File: src/rtl/fifo_drain_if.sv
// Handshake bundle between fifo_drain, its source FIFO and the downstream byte stream.
// slave: the drain controller's view; master: the environment's view.
interface fifo_drain_if #(
   parameter int unsigned WIDTH = 8
);
   logic             fifo_empty;
   logic [WIDTH-1:0] fifo_data;
   logic             fifo_rd_en;
   logic [WIDTH-1:0] out_data;
   logic             out_valid;
   logic             out_ready;

   modport slave (
      input  fifo_empty, fifo_data, out_ready,
      output fifo_rd_en, out_data, out_valid
   );

   modport master (
      output fifo_empty, fifo_data, out_ready,
      input  fifo_rd_en, out_data, out_valid
   );
endinterface

File: src/rtl/fifo_drain.sv
// Read-side controller for the 8-entry byte FIFO. Issues reads while the skid
// buffer can absorb the FIFO's one-cycle read latency, presents bytes on a
// valid/ready stream and counts bytes handed downstream.
module fifo_drain #(
   parameter int unsigned WIDTH      = 8,
   parameter int unsigned SKID_DEPTH = 2,
   parameter int unsigned CNT_W      = 16
) (
   input  logic             clk,
   input  logic             rst_n,
   input  logic             enable,
   fifo_drain_if.slave      bus,
   output logic [CNT_W-1:0] drained_cnt,
   output logic             busy
);

   localparam int unsigned PW = (SKID_DEPTH > 1) ? $clog2(SKID_DEPTH) : 1;
   localparam int unsigned OW = $clog2(SKID_DEPTH + 1);
   localparam int unsigned LW = OW + 1;

   logic [WIDTH-1:0] mem_q [SKID_DEPTH];
   logic [WIDTH-1:0] mem_d [SKID_DEPTH];
   logic [PW-1:0]    head_q, head_d;
   logic [PW-1:0]    tail_q, tail_d;
   logic [OW-1:0]    occ_q, occ_d;
   logic             pending_q, pending_d;
   logic [CNT_W-1:0] cnt_q, cnt_d;

   logic             pop;
   logic             capture;
   logic             rd_en;
   logic [LW-1:0]    level;

   // Circular pointer advance that also works for non-power-of-two depths.
   function automatic logic [PW-1:0] bump(input logic [PW-1:0] p);
      return (p == PW'(SKID_DEPTH - 1)) ? '0 : p + 1'b1;
   endfunction

   assign bus.out_valid  = (occ_q != '0);
   assign bus.out_data   = mem_q[head_q];
   assign bus.fifo_rd_en = rd_en;
   assign drained_cnt    = cnt_q;
   assign busy           = pending_q || (occ_q != '0);

   // Read issue, skid capture/pop and counter next-state.
   always_comb begin
      pop     = bus.out_valid && bus.out_ready;
      capture = pending_q;
      // Entries committed after this edge: held + arriving - leaving.
      level   = LW'(occ_q) + LW'(pending_q) - LW'(pop);
      rd_en   = rst_n && enable && !bus.fifo_empty && (level < LW'(SKID_DEPTH));

      mem_d = mem_q;
      if (capture) mem_d[tail_q] = bus.fifo_data;

      tail_d    = capture ? bump(tail_q) : tail_q;
      head_d    = pop ? bump(head_q) : head_q;
      occ_d     = occ_q + OW'(capture) - OW'(pop);
      pending_d = rd_en;
      cnt_d     = cnt_q + CNT_W'(pop);
   end

   // State registers; reset discards any in-flight read along with the skid.
   always_ff @(posedge clk or negedge rst_n) begin
      if (!rst_n) begin
         for (int unsigned i = 0; i < SKID_DEPTH; i++) mem_q[i] <= '0;
         head_q    <= '0;
         tail_q    <= '0;
         occ_q     <= '0;
         pending_q <= 1'b0;
         cnt_q     <= '0;
      end else begin
         for (int unsigned i = 0; i < SKID_DEPTH; i++) mem_q[i] <= mem_d[i];
         head_q    <= head_d;
         tail_q    <= tail_d;
         occ_q     <= occ_d;
         pending_q <= pending_d;
         cnt_q     <= cnt_d;
      end
   end

   // A capture into a full skid without a simultaneous pop must never happen.
   always_ff @(posedge clk) begin
      if (rst_n) assert (!(pending_q && (occ_q == OW'(SKID_DEPTH)) && !pop));
   end

endmodule

File: src/flat_wrapper.sv
// flat-port wrapper written by rule: the top's interface ports become plain ports
module fifo_drain_flat 
#(
   parameter int unsigned WIDTH      = 8,
   parameter int unsigned SKID_DEPTH = 2,
   parameter int unsigned CNT_W      = 16
)
  (clk, rst_n, enable, drained_cnt, busy, bus_fifo_empty, bus_fifo_data, bus_out_ready, bus_fifo_rd_en, bus_out_data, bus_out_valid);
  fifo_drain_if #(.WIDTH(WIDTH)) bus_i ();
  input  logic clk;
  input  logic rst_n;
  input  logic enable;
  output logic [CNT_W-1:0] drained_cnt;
  output logic busy;
  input wire logic [$bits(bus_i.fifo_empty)-1:0] bus_fifo_empty;
  input wire logic [$bits(bus_i.fifo_data)-1:0] bus_fifo_data;
  input wire logic [$bits(bus_i.out_ready)-1:0] bus_out_ready;
  output wire logic [$bits(bus_i.fifo_rd_en)-1:0] bus_fifo_rd_en;
  output wire logic [$bits(bus_i.out_data)-1:0] bus_out_data;
  output wire logic [$bits(bus_i.out_valid)-1:0] bus_out_valid;
  assign bus_i.fifo_empty = bus_fifo_empty;
  assign bus_i.fifo_data = bus_fifo_data;
  assign bus_i.out_ready = bus_out_ready;
  assign bus_fifo_rd_en = bus_i.fifo_rd_en;
  assign bus_out_data = bus_i.out_data;
  assign bus_out_valid = bus_i.out_valid;
  fifo_drain #(.WIDTH(WIDTH), .SKID_DEPTH(SKID_DEPTH), .CNT_W(CNT_W)) u_core (.clk(clk), .rst_n(rst_n), .enable(enable), .bus(bus_i), .drained_cnt(drained_cnt), .busy(busy));
endmodule
File: config.mk
export PLATFORM = sky130hd
export DESIGN_NAME = fifo_drain_flat
export DESIGN_NICKNAME = d
export VERILOG_FILES = /design/src/rtl/fifo_drain_if.sv /design/src/rtl/fifo_drain.sv /design/src/flat_wrapper.sv
export SDC_FILE = /design/constraint.sdc
export NUM_CORES = 1
export LEC_CHECK = 0
export ABC_AREA = 1
export CAP_MARGIN = 20
export CORE_AREA = 2 2 66 75
export DETAILED_ROUTE_END_ITERATION = 6
export DIE_AREA = 0 0 68 77
export GPL_TIMING_DRIVEN = 1
export PLACE_DENSITY = 0.78
export SKIP_LAST_GASP = 1
export SYNTH_ARGS = -nofsm -noshare
export SYNTH_HDL_FRONTEND = slang
export SYNTH_SLANG_ARGS = --single-unit
File: constraint.sdc
create_clock -name clk -period 2.25 [get_ports clk]
set_clock_uncertainty 0.05 [all_clocks]
set_input_delay 0.45 -clock clk [delete_from_list [all_inputs] [get_ports clk]]
set_output_delay 0.45 -clock clk [all_outputs]
set_load 0.01 [all_outputs]
==> results.py <==
metrics = {
    "outcome": {
        "status": "finished, violations left",
        "violations": "negative setup slack",
    },
    "cts": {
        "clock_latency_ns": 0.29,
        "cts_root_buffer": "clkbuf_8",
        "cts_max_level": 2,
        "path_clk_slew_ns": 0.08,
        "clock_sinks": 37,
        "clock_path_buffers": 2,
        "tritoncts": "done",
        "holdBufCountCts": 0,
        "cts_buffers": 5,
    },
    "power_and_ir_drop": {
        "power.density_nw_per_um2": 1230,
        "p_leak_nw": 1.20,
        "peakVddDrop_uv": 510,
        "p_total_mw": 3.03,
    },
    "synth": {
        "syn_nets": 218,
        "syn-cell-area_um2": 1740,
        "synth.distinct_cells": 22,
        "synthCells": 200,
        "yosysSeqAreaShare": 0.532,
        "synth.avg_cell_area_um2": 8.70,
        "ys_warn_count": 0,
        "synth-seq-cells": 37,
    },
    "floorplan": {
        "dieArea_um2": 5240,
        "initial_utilization": 0.388,
        "die-width_um": 68,
        "pin_count": 40,
        "die_h_um": 77,
        "coreArea_um2": 4490,
        "rows": 26,
    },
    "timing": {
        "finalSetupTns_ns": -0.538,
        "finalHoldViolCount": 0,
        "holdWs_ns": 0.207,
        "fmax_mhz": 359,
        "rsz0062_at_grt": "yes",
        "finalCritPeriodShare": 1.24,
        "tightest_slew_ns": 0.478,
        "setup_ws_ns": -0.538,
        "slew_viol_final": 0,
        "setup_viol": 1,
        "relSlewSlack": 0.681,
        "fin_crit_ns": 2.79,
    },
    "critical_path": {
        "r2r_end": "u_core.capture$_DFF_PN0_",
        "critPathCapture": "bus_fifo_rd_en",
        "cp_cell_sequence": "inv_2 > nand2_4 > nand2_4 > inv_4 > ha_4 > inv_4 > ha_4 > fa_1 > nor2_1 > nand3_1 > nor2_2 > buf_2",
        "r2r-start": "u_core.occ_q[1]$_DFF_PN0_",
        "slowest_delay_ns": 0.49,
        "arrival_ns": 2.29,
        "cp-end-kind": "output pin",
        "path_max_fanout": 2,
        "start_kind": "register",
        "worstSetupStartpoint": "u_core.occ_q[1]$_DFF_PN0_",
        "crit_buf_inv": 4,
        "critical_path_class": "reg -> out",
        "cp.depth": 12,
        "crit_family": "adder cells",
        "critPathSlowestCell": "fa_1",
        "r2r_slack_ns": 0.05,
        "cp.required_ns": 1.75,
        "reg2regPathDepth": 13,
    },
    "global_routing": {
        "grt_pass1_wl_um": 6530,
        "grt_pass1_vias": 1449,
        "antenna_found_initial": 0,
        "overflow": 0,
        "grt_max_degree": 38,
        "grt_usage": 0.164,
    },
    "route": {
        "num_vias": 1446,
        "firstDrtPassIters": 4,
        "drt-total-wl_um": 3810,
        "drc": 0,
        "drtAntennaViolNets": 0,
        "wl_per_cell_um": 12.0,
        "via_per_inst": 4.55,
        "dr.first_iter.drc_count": 92,
    },
    "final_layout": {
        "syn_to_final_growth_pct": 42.1,
        "multi_input_area_um2": 727,
        "layout_commonest_cell": "nand2_1",
        "stdcell_count": 318,
        "nNetsFinal": 279,
        "drive_gt1_frac": 0.187,
        "nFillCells": 408,
        "n_antenna_cell": 0,
        "most-common-layout-cells": "nand2_1 (72), dfrtp_1 (37), clkdlybuf4s50_1 (36)",
        "fin_area_um2": 2470,
        "seqCellArea_um2": 926,
        "final_util": 0.551,
    },
    "place": {
        "place_hpwl_um": 2610,
        "gp_congestion": 0.798,
        "io_buffers": 39,
        "dpl_cell_area_um2": 2270,
        "dp_slack_ns": -1.02,
        "dpl.cell_count": 304,
    },
    "job": {
        "maxCapViolCount": 0,
    },
    "worst_hold_path": {
        "hold_path_class": "in -> async",
    },
}
## Yosys cell counts (all sizes together)
cell	n	area (um2)
nand4	3	18.8
dfrtp	37	926
inv	23	86.3
xor2	4	35.0
clkbuf	1	3.75
ha	4	50.1
or2	1	6.26
nand2	75	284
xnor2	5	43.8
nand3b	1	7.51
nor2	15	58.8
o21ai	19	125
nand3	7	35.0
fa	1	20.0
clkinv	1	3.75
buf	3	36.3
## flip-flops by register name, indices dropped and copies added, names as in the netlist
signal / cells
u_core.head_q: 1
u_core.drained_cnt: 16
u_core.tail_q: 1
u_core.mem_q: 16
u_core.capture: 1
u_core.occ_q: 2
## report_power, final
group / leakage (nW) / switching, mW / internal, mW
Clock: 0.0681 / 0.245 / 0.440
Sequential: 0.451 / 0.153 / 0.895
Combinational: 0.683 / 0.587 / 0.711
## repair_timing
item,in CTS,in global routing
pin swaps,6,7
endpoints found under the setup margin,1,1
setup buffers,3,3
gates resized for setup,11,3
## layer usage
metal  global-route usage  share of wire
met5                    0              0
met4               0.0540          0.015
met3               0.0484          0.054
met2                0.266           0.48
met1                0.206           0.45
## how the worst min path moves through the flow
stage / slack, ns / to
after detailed placement: 0.42 / u_core.mem_q[10]$_DFFE_PN0P_
final: 0.21 / u_core.drained_cnt[11]$_DFF_PN0_
after CTS: 0.21 / u_core.drained_cnt[11]$_DFF_PN0_
after global routing: 0.23 / u_core.drained_cnt[11]$_DFF_PN0_
after global placement: 0.42 / u_core.mem_q[8]$_DFFE_PN0P_
after floorplan: 0.10 / u_core.capture$_DFF_PN0_
## logic make-up (layout without fill, tap and decap cells)
kind of cell | Yosys count | count (layout) | share of synthesized area
buffers and inverters | 28 | 90 | 0.0748
DFF | 37 | 37 | 0.532
and+or+nand+nor | 102 | 102 | 0.236
adders and majority gates | 5 | 5 | 0.0403
AOI/OAI and AO/OA | 19 | 19 | 0.0719
xor gates and xnor gates | 9 | 9 | 0.0453
## final cells by class
class,count,share of cell area
Timing Repair Buffer,58,0.211
Multi-Input combinational cell,135,0.294
Tap cell,56,0.0283
Clock buffer,5,0.0278
Inverter,24,0.0384
Clock inverter,3,0.0263
Sequential cell,37,0.374
Power figures use the tool's default switching activity.
